===== src/rtl/div_sequencer_if.sv =====
`default_nettype none
// +--------------------------------------------------------------------------+
// | Module : div_sequencer_if                                                |
// | Brief  : EX-stage request, HI/LO access and divide-core bundle            |
// | Rev    : 1.0                                                             |
// +--------------------------------------------------------------------------+
interface div_sequencer_if #(
  parameter int WIDTH = 32
);
  logic             op_valid;
  logic             op_signed;
  logic [WIDTH-1:0] op_a;
  logic [WIDTH-1:0] op_b;
  logic             op_ready;
  logic             flush;
  logic             rd_req;
  logic             wr_hi;
  logic             wr_lo;
  logic [WIDTH-1:0] wr_data;
  logic             stall;
  logic             busy;
  logic             done;
  logic             div0;
  logic [WIDTH-1:0] hi;
  logic [WIDTH-1:0] lo;
  logic [WIDTH-1:0] core_a;
  logic [WIDTH-1:0] core_b;
  logic             core_load;
  logic             core_step;
  logic [WIDTH-1:0] core_q;
  logic [WIDTH-1:0] core_r;

  modport slave (
    input  op_valid, op_signed, op_a, op_b, flush, rd_req, wr_hi, wr_lo, wr_data,
           core_q, core_r,
    output op_ready, stall, busy, done, div0, hi, lo, core_a, core_b, core_load,
           core_step
  );

  modport master (
    output op_valid, op_signed, op_a, op_b, flush, rd_req, wr_hi, wr_lo, wr_data,
           core_q, core_r,
    input  op_ready, stall, busy, done, div0, hi, lo, core_a, core_b, core_load,
           core_step
  );
endinterface
`default_nettype wire


===== src/rtl/div_sequencer.sv =====
`default_nettype none
// +--------------------------------------------------------------------------+
// | Module : div_sequencer                                                   |
// | Brief  : Sequences a shared radix-2 restoring divide core; owns HI/LO     |
// | Rev    : 1.0                                                             |
// +--------------------------------------------------------------------------+
module div_sequencer #(
  parameter int WIDTH = 32
) (
  input  wire logic      clk,
  input  wire logic      reset,
  div_sequencer_if.slave bus
);
  localparam int                 c_cnt_w = (WIDTH > 1) ? $clog2(WIDTH) : 1;
  localparam logic [c_cnt_w-1:0] c_last  = c_cnt_w'(WIDTH - 1);

  typedef enum logic [1:0] {
    IDLE = 2'd0,
    LOAD = 2'd1,
    RUN  = 2'd2,
    FIX  = 2'd3
  } state_t;

  state_t             r_state;
  state_t             w_next;
  logic [c_cnt_w-1:0] r_cnt;
  logic               r_neg_q;
  logic               r_neg_r;
  logic               r_dz;
  logic [WIDTH-1:0]   r_mag_a;
  logic [WIDTH-1:0]   r_mag_b;
  logic [WIDTH-1:0]   r_hi;
  logic [WIDTH-1:0]   r_lo;
  logic               r_done;
  logic               r_div0;

  logic               w_idle;
  logic               w_accept;
  logic               w_fix_commit;

  assign w_idle       = (r_state == IDLE);
  assign w_accept     = w_idle & bus.op_valid & ~bus.flush;
  assign w_fix_commit = (r_state == FIX) & ~bus.flush;

  always_comb begin
    w_next = r_state;
    case (r_state)
      IDLE:    if (w_accept) w_next = (bus.op_b == '0) ? FIX : LOAD;
      LOAD:    w_next = RUN;
      RUN:     if (r_cnt == c_last) w_next = FIX;
      FIX:     w_next = IDLE;
      default: w_next = IDLE;
    endcase
    if (bus.flush && !w_idle) w_next = IDLE;
  end

  always_ff @(posedge clk or posedge reset) begin
    if (reset) r_state <= IDLE;
    else       r_state <= w_next;
  end

  always_ff @(posedge clk or posedge reset) begin
    if (reset) begin
      r_cnt   <= '0;
      r_neg_q <= 1'b0;
      r_neg_r <= 1'b0;
      r_dz    <= 1'b0;
      r_mag_a <= '0;
      r_mag_b <= '0;
      r_hi    <= '0;
      r_lo    <= '0;
      r_done  <= 1'b0;
      r_div0  <= 1'b0;
    end else begin
      r_done <= 1'b0;
      r_div0 <= 1'b0;
      if (w_idle) begin
        if (bus.wr_hi) r_hi <= bus.wr_data;
        if (bus.wr_lo) r_lo <= bus.wr_data;
        if (w_accept) begin
          r_neg_q <= bus.op_signed & (bus.op_a[WIDTH-1] ^ bus.op_b[WIDTH-1]);
          r_neg_r <= bus.op_signed & bus.op_a[WIDTH-1];
          r_dz    <= (bus.op_b == '0);
          r_mag_a <= (bus.op_signed & bus.op_a[WIDTH-1]) ? -bus.op_a : bus.op_a;
          r_mag_b <= (bus.op_signed & bus.op_b[WIDTH-1]) ? -bus.op_b : bus.op_b;
        end
      end
      if (r_state == LOAD) r_cnt <= '0;
      if (r_state == RUN)  r_cnt <= r_cnt + c_cnt_w'(1);
      // Divide-by-zero re-applies the dividend sign, so hi returns the raw op_a.
      if (w_fix_commit) begin
        if (r_dz) begin
          r_lo <= '1;
          r_hi <= r_neg_r ? -r_mag_a : r_mag_a;
        end else begin
          r_lo <= r_neg_q ? -bus.core_q : bus.core_q;
          r_hi <= r_neg_r ? -bus.core_r : bus.core_r;
        end
        r_done <= 1'b1;
        r_div0 <= r_dz;
      end
    end
  end

  assign bus.op_ready  = w_idle;
  assign bus.busy      = ~w_idle;
  assign bus.stall     = (~w_idle & (bus.rd_req | bus.wr_hi | bus.wr_lo)) |
                         (bus.op_valid & ~w_idle);
  assign bus.core_load = (r_state == LOAD);
  assign bus.core_step = (r_state == RUN);
  assign bus.core_a    = r_mag_a;
  assign bus.core_b    = r_mag_b;
  assign bus.hi        = r_hi;
  assign bus.lo        = r_lo;
  assign bus.done      = r_done;
  assign bus.div0      = r_div0;
endmodule
`default_nettype wire


===== src/flat_wrapper.sv =====
// flat-port wrapper written by rule: the top's interface ports become plain ports
module div_sequencer_flat 
#(
  parameter int WIDTH = 32
)
  (clk, reset, bus_op_valid, bus_op_signed, bus_op_a, bus_op_b, bus_flush, bus_rd_req, bus_wr_hi, bus_wr_lo, bus_wr_data, bus_core_q, bus_core_r, bus_op_ready, bus_stall, bus_busy, bus_done, bus_div0, bus_hi, bus_lo, bus_core_a, bus_core_b, bus_core_load, bus_core_step);
  div_sequencer_if #(.WIDTH(WIDTH)) bus_i ();
  input  wire logic clk;
  input  wire logic reset;
  input wire logic [$bits(bus_i.op_valid)-1:0] bus_op_valid;
  input wire logic [$bits(bus_i.op_signed)-1:0] bus_op_signed;
  input wire logic [$bits(bus_i.op_a)-1:0] bus_op_a;
  input wire logic [$bits(bus_i.op_b)-1:0] bus_op_b;
  input wire logic [$bits(bus_i.flush)-1:0] bus_flush;
  input wire logic [$bits(bus_i.rd_req)-1:0] bus_rd_req;
  input wire logic [$bits(bus_i.wr_hi)-1:0] bus_wr_hi;
  input wire logic [$bits(bus_i.wr_lo)-1:0] bus_wr_lo;
  input wire logic [$bits(bus_i.wr_data)-1:0] bus_wr_data;
  input wire logic [$bits(bus_i.core_q)-1:0] bus_core_q;
  input wire logic [$bits(bus_i.core_r)-1:0] bus_core_r;
  output wire logic [$bits(bus_i.op_ready)-1:0] bus_op_ready;
  output wire logic [$bits(bus_i.stall)-1:0] bus_stall;
  output wire logic [$bits(bus_i.busy)-1:0] bus_busy;
  output wire logic [$bits(bus_i.done)-1:0] bus_done;
  output wire logic [$bits(bus_i.div0)-1:0] bus_div0;
  output wire logic [$bits(bus_i.hi)-1:0] bus_hi;
  output wire logic [$bits(bus_i.lo)-1:0] bus_lo;
  output wire logic [$bits(bus_i.core_a)-1:0] bus_core_a;
  output wire logic [$bits(bus_i.core_b)-1:0] bus_core_b;
  output wire logic [$bits(bus_i.core_load)-1:0] bus_core_load;
  output wire logic [$bits(bus_i.core_step)-1:0] bus_core_step;
  assign bus_i.op_valid = bus_op_valid;
  assign bus_i.op_signed = bus_op_signed;
  assign bus_i.op_a = bus_op_a;
  assign bus_i.op_b = bus_op_b;
  assign bus_i.flush = bus_flush;
  assign bus_i.rd_req = bus_rd_req;
  assign bus_i.wr_hi = bus_wr_hi;
  assign bus_i.wr_lo = bus_wr_lo;
  assign bus_i.wr_data = bus_wr_data;
  assign bus_i.core_q = bus_core_q;
  assign bus_i.core_r = bus_core_r;
  assign bus_op_ready = bus_i.op_ready;
  assign bus_stall = bus_i.stall;
  assign bus_busy = bus_i.busy;
  assign bus_done = bus_i.done;
  assign bus_div0 = bus_i.div0;
  assign bus_hi = bus_i.hi;
  assign bus_lo = bus_i.lo;
  assign bus_core_a = bus_i.core_a;
  assign bus_core_b = bus_i.core_b;
  assign bus_core_load = bus_i.core_load;
  assign bus_core_step = bus_i.core_step;
  div_sequencer #(.WIDTH(WIDTH)) u_core (.clk(clk), .reset(reset), .bus(bus_i));
endmodule

===== config.mk =====
export PLATFORM = sky130hd
export DESIGN_NAME = div_sequencer_flat
export DESIGN_NICKNAME = d
export VERILOG_FILES = /design/src/rtl/div_sequencer_if.sv /design/src/rtl/div_sequencer.sv /design/src/flat_wrapper.sv
export SDC_FILE = /design/constraint.sdc
export NUM_CORES = 1
export LEC_CHECK = 0
export ABC_AREA = 0
export ABC_CLOCK_PERIOD_IN_PS = 4080
export BUFFER_PORTS_ARGS = -buffer_cell sky130_fd_sc_hd__buf_2
export CAP_MARGIN = 10
export CORE_AREA = 2 2 138 153
export CTS_CLUSTER_SIZE = 24
export DETAILED_ROUTE_END_ITERATION = 10
export DIE_AREA = 0 0 140 155
export PLACE_DENSITY = 0.85
export SLEW_MARGIN = 20
export SYNTH_ARGS = -nofsm -noshare
export SYNTH_HDL_FRONTEND = slang
export SYNTH_SLANG_ARGS = --single-unit

===== constraint.sdc =====
create_clock -name clk -period 4.08 [get_ports clk]
set_input_delay 0.204 -clock clk [delete_from_list [all_inputs] [get_ports clk]]
set_output_delay 0.204 -clock clk [all_outputs]
set_load 0.02 [all_outputs]

Yosys cells after proc, flatten, opt, wreduce, memory -nomap -nowiden. Cells that the tools add are included. W data, S select, Z words.

Register bits after elaboration: 140. Logic and storage cells: 71.

Add/subtract/negate cells: 6. Eq/ne operators: 6. Muxes and demuxes: 22. Bitwise logic cells: 14. Reduce and logical (&&, ||, !) cells: 12.

Operators by type and width (count): $mux W32 (13); $neg A32 Y32 (5); $logic_not A32 Y1 (1); $mux W5 (2); $and A1 B1 Y1 (8); $mux W2 (4); $pmux W2 S4 (1); $reduce_and A2 Y1 (4); $reduce_bool A2 Y1 (4); $add A5 B1 Y5 const B (1); $eq A5 B5 Y1 const B (1); $eq A2 B2 Y1 const B (2); $ne A3 B1 Y1 const B (1); $ne A3 B3 Y1 const B (1); $or A1 B1 Y1 (3); $eq A2 B1 Y1 const B (1); $logic_not A2 Y1 (1); $mux W1 (2); $not A1 Y1 (2); $logic_and A1 B1 Y1 (1); $logic_not A1 Y1 (1); $xor A1 B1 Y1 (1).

Longest topological paths before layout.
Depth after elaboration: 6. Mapped depth: 10.

Least setup slack after synthesis. OpenSTA, ideal clock, no wires.

Path type: register to register. From: register u_core.r_mag_a[0] (netlist: u_core.bus.core_a[0]). To: register u_core.r_hi[28] (netlist: u_core.bus.hi[28]). Library setup time: 0.077 ns. Arrival time: 2.476 ns. Data required time: 4.003 ns. Path slack: 1.526 ns. Cell stages (with the launch flop): 11. Path buffers: 2. Path through: dfrtp_1 > inv_1 > ha_1 > or3b_2 > clkbuf_1 > or4_1 > buf_6 > o31ai_4 > xnor2_1 > o21ai_1 > a21oi_1.

Word-level cells in the longest chain between the ends: 4.

RTL lines: start: declaration (line div_sequencer.sv:30) `logic [WIDTH-1:0] r_mag_a;`; start signal: assignment (line div_sequencer.sv:84) `r_mag_a <= (bus.op_signed & bus.op_a[WIDTH-1]) ? -bus.op_a : bus.op_a;`; $neg A32 Y32 (line div_sequencer.sv:94) `r_hi <= r_neg_r ? -r_mag_a : r_mag_a;`; $mux W32 (line div_sequencer.sv:94); $mux W32 (line div_sequencer.sv:92) `if (r_dz) begin`; $mux W32 (line div_sequencer.sv:91) `if (w_fix_commit) begin`; end signal: assignment (line div_sequencer.sv:78) `if (bus.wr_hi) r_hi <= bus.wr_data;`; end signal: assignment (line div_sequencer.sv:94); end signal: assignment (line div_sequencer.sv:97) `r_hi <= r_neg_r ? -bus.core_r : bus.core_r;`; end: declaration (line div_sequencer.sv:32) `logic [WIDTH-1:0] r_hi;`.

No other way between the ends. A chain may end at the register's enable or synchronous reset.

Final worst setup path.
From: register u_core.r_mag_a[0] (netlist: u_core.bus.core_a[0]). To: register u_core.r_hi[18] (netlist: u_core.bus.hi[18]).

Same word-level chain as after synthesis.

==> results.ini <==
[floorplan]
die_h_um = 155
core_sq_um = 20300
rows = 55
start_util = 0.460
die_w_um = 140
io_pins = 303
dieArea_sq_um = 21700

[placement]
portBuffers = 302
gp_congestion = 0.921
dp_hpwl_um = 23000
pre_cts_slack_ns = 1.39

[global_routing]
busiest_layer = met2
grtUsageTotal = 0.269
use_met1 = 0.349
grtUsageMet2 = 0.434
antenna_found_initial = 8
grt_pass1_wl_um = 46800
overflow = 0
grtUsageMet3 = 0.0625
grt_max_degree = 116
grt_pass1_vias = 9059

[outcome]
violations = DRC, hold timing
status = finished, violations left

[critical_path]
end_kind = flip-flop
required_ns = 4.34
path_cells = inv_1 > ha_1 > or3b_2 > or4_1 > o31ai_4 > xnor2_1 > o22ai_1 > a21oi_1
path_max_fanout = 8
startpoint_type = flip-flop
crit_slowest_cell = or4_1
crit_arrival_ns = 2.96
reg2reg_slack_ns = 1.37
crit_type = reg2reg
slowest_delay_ns = 0.77

[synth]
yosysWarnings = 0
synth_xor_area_frac = 0.133
synth_top_family_by_area = compound AO/OA/AOI/OAI gates
synth-simple-area-share = 0.210
mappedNetlistNets = 1302
syn_area_sq_um = 9330
synthArstFlopShare = 1.00
synth_edf_count = 0
synth_compound_area_frac = 0.211
synth_area_per_cell_sq_um = 8.31
synth_fa_ha_area_frac = 0.0147
yosysSeqAreaShare = 0.375
yosysUniqueCellTypes = 61
yosys_most_used_dff = dfrtp_1
yosys_register_bits = 140
synthMuxAreaShare = 0.0165
synthCells = 1123

[timing]
post-route-period-util = 0.663
whs_ns = -0.0568
max_freq_mhz = 370
tightest_slew_ns = 1.12
min_period_ns = 2.71
layout_setup_ws_ns = 1.37
hold_viol = 104
slew_violations = 0
rsz0062_at_grt = false
fin_skew_ns = 0.00894
setup-violations-final = 0
maxSlewHeadroom = 0.251
fin_setup_tns_ns = 0

[clock_tree]
cts_resized = 0
cts.path.max_buffers = 2
cts-root-buf = clkbuf_16
cts-hold-fix-buffers = 0
cts_inserted_buffers = 17
postCtsSetupBuffers = 0
clock_latency_ns = 0.42
cts.sinks = 140
cts_tree = yes
htreeDepth = 4
clk_pin_slew_ns = 0.06

[routing]
routed_wl_um = 30000
vias_per_cell = 5.82
vias = 9626
first_pass_iters = 11
first_iter_violations = 910
drc = 20
drt-wirelength-per-cell_um = 18.2
drt.antenna.violating_nets = 0

[pwr]
leakage_nw = 5.19
max-vdd-ir-drop_v = 0.000386
p_per_area_nw_per_um2 = 733

[final_layout]
nets = 1560
fill_cells = 1833
syn_to_final_growth_pct = 24.1
layout-drive-gt1-share = 0.260

[worst_hold_path]
hold_class = in2async

[run]
drv_cap = 0

==> critical path: cells and delay by family, from the launching register on <==
kind                     cells  cell delay, ns
adder cells (fa/ha/maj)      1            0.15
AO/OA/AOI/OAI                3            0.48
flip-flops                   1            0.43
XOR/XNOR                     1            0.10
AND/OR/NAND/NOR              2            1.30
buffers and inverters        1            0.08
==> per-layer routing <==
metal  vias up  routed length [um]
li1       4551                   -
met1      4490               12400
met2       493               14000
met3        84                2580
met4         8                1060
met5         -                  48
==> per-stage QoR <==
stage / area (sq um) / utilization / total power, W / std cells
2_1_floorplan: 9330 / - / 0.00545 / 1123
3_3_place_gp: 11000 / 0.540 / 0.00678 / 1618
3_5_place_dp: 11000 / 0.540 / 0.00688 / 1618
4_1_cts: 11600 / 0.570 / 0.00848 / 1650
5_1_grt: 11600 / 0.570 / 0.00905 / 1654
6_report: 11600 / 0.570 / 0.00848 / 1654
==> where the power goes <==
group | switching [W] | internal (W)
registers | 0.000689 | 0.00204
logic | 0.00260 | 0.00157
clock network | 0.000631 | 0.000958
==> final cells by class <==
class / count / area, sq um / share of cell area
sequential: 140 / 3510 / 0.303
antenna: 4 / 10.0 / 0.000864
clock buffer: 21 / 470 / 0.0406
inverter: 24 / 97.6 / 0.00843
timing repair buffer: 310 / 1570 / 0.136
tap: 256 / 320 / 0.0277
multi-input combinational: 888 / 5470 / 0.472
clock inverter: 11 / 133 / 0.0115
==> Yosys cell counts (4+ instances only) <==
cell type    n  area, sq um
nand2_1    228          856
dfrtp_1    140         3500
o21ai_0    115          576
xor2_1      80          701
clkbuf_1    62          233
xnor2_1     62          543
nor2_1      45          169
a21oi_1     38          190
o31ai_1     35          263
a32oi_1     26          228
o41ai_1     25          219
inv_1       23         86.3
nand3_1     23          115
nor3_1      22          110
nor4_1      20          125
or3_1       18          113
a31oi_1     17          106
or4_1       14          105
mux2i_1     12          120
and3_1      11         68.8
ha_1        11          138
nand2b_1     9         56.3
o22ai_1      8         50.1
buf_1        7         26.3
nand4_1      6         37.5
o21ai_1      6         30.0
a211oi_1     4         30.0
and2_1       4         25.0
nand3b_1     4         30.0
==> cell families after synthesis <==
kind of cell	count (synthesis)
flops	140
xor+xnor	142
simple gates	421
compound gates	300
mux	14
buf+inv	95
fa+ha+maj	11
==> cell usage in the layout, fill, tap and decap left out, types with 23 or more instances in the layout <==
master | netlist | routed
buf_2 | 0 | 302
nand2_1 | 228 | 228
nand3_1 | 23 | 23
o21ai_0 | 115 | 115
xor2_1 | 80 | 80
o41ai_1 | 25 | 25
a32oi_1 | 26 | 26
nor2_1 | 45 | 44
o31ai_1 | 35 | 35
dfrtp_1 | 140 | 139
xnor2_1 | 62 | 62
a21oi_1 | 38 | 38
==> registers in the layout, indices dropped and copies added (netlist names) <==
signal / flops
u_core.r_state: 2
u_core.bus.div0: 1
u_core.bus.core_b: 32
u_core.bus.lo: 32
u_core.r_neg_r: 1
u_core.r_neg_q: 1
u_core.bus.hi: 32
u_core.bus.core_a: 32
u_core.bus.done: 1
u_core.r_dz: 1
u_core.r_cnt: 5
==> path summary, 6_finish.rpt <==
check                                                        from                                 to  cells past startpoint
worst max-delay path             u_core.bus.core_a[0]$_DFFE_PP0P_      u_core.bus.hi[18]$_DFFE_PP0P_                      8
worst min-delay path                                        reset  u_core.bus.core_b[26]$_DFFE_PP0P_                      2
worst max register to register   u_core.bus.core_a[0]$_DFFE_PP0P_      u_core.bus.hi[18]$_DFFE_PP0P_                      8
worst min register to register  u_core.bus.core_b[10]$_DFFE_PP0P_  u_core.bus.core_b[10]$_DFFE_PP0P_                      2
max in group asynchronous                                   reset      u_core.bus.lo[25]$_DFFE_PP0P_                      3
min in group clk                                  bus_wr_data[11]      u_core.bus.lo[11]$_DFFE_PP0P_                      3
(Power assumes the default switching activity.)
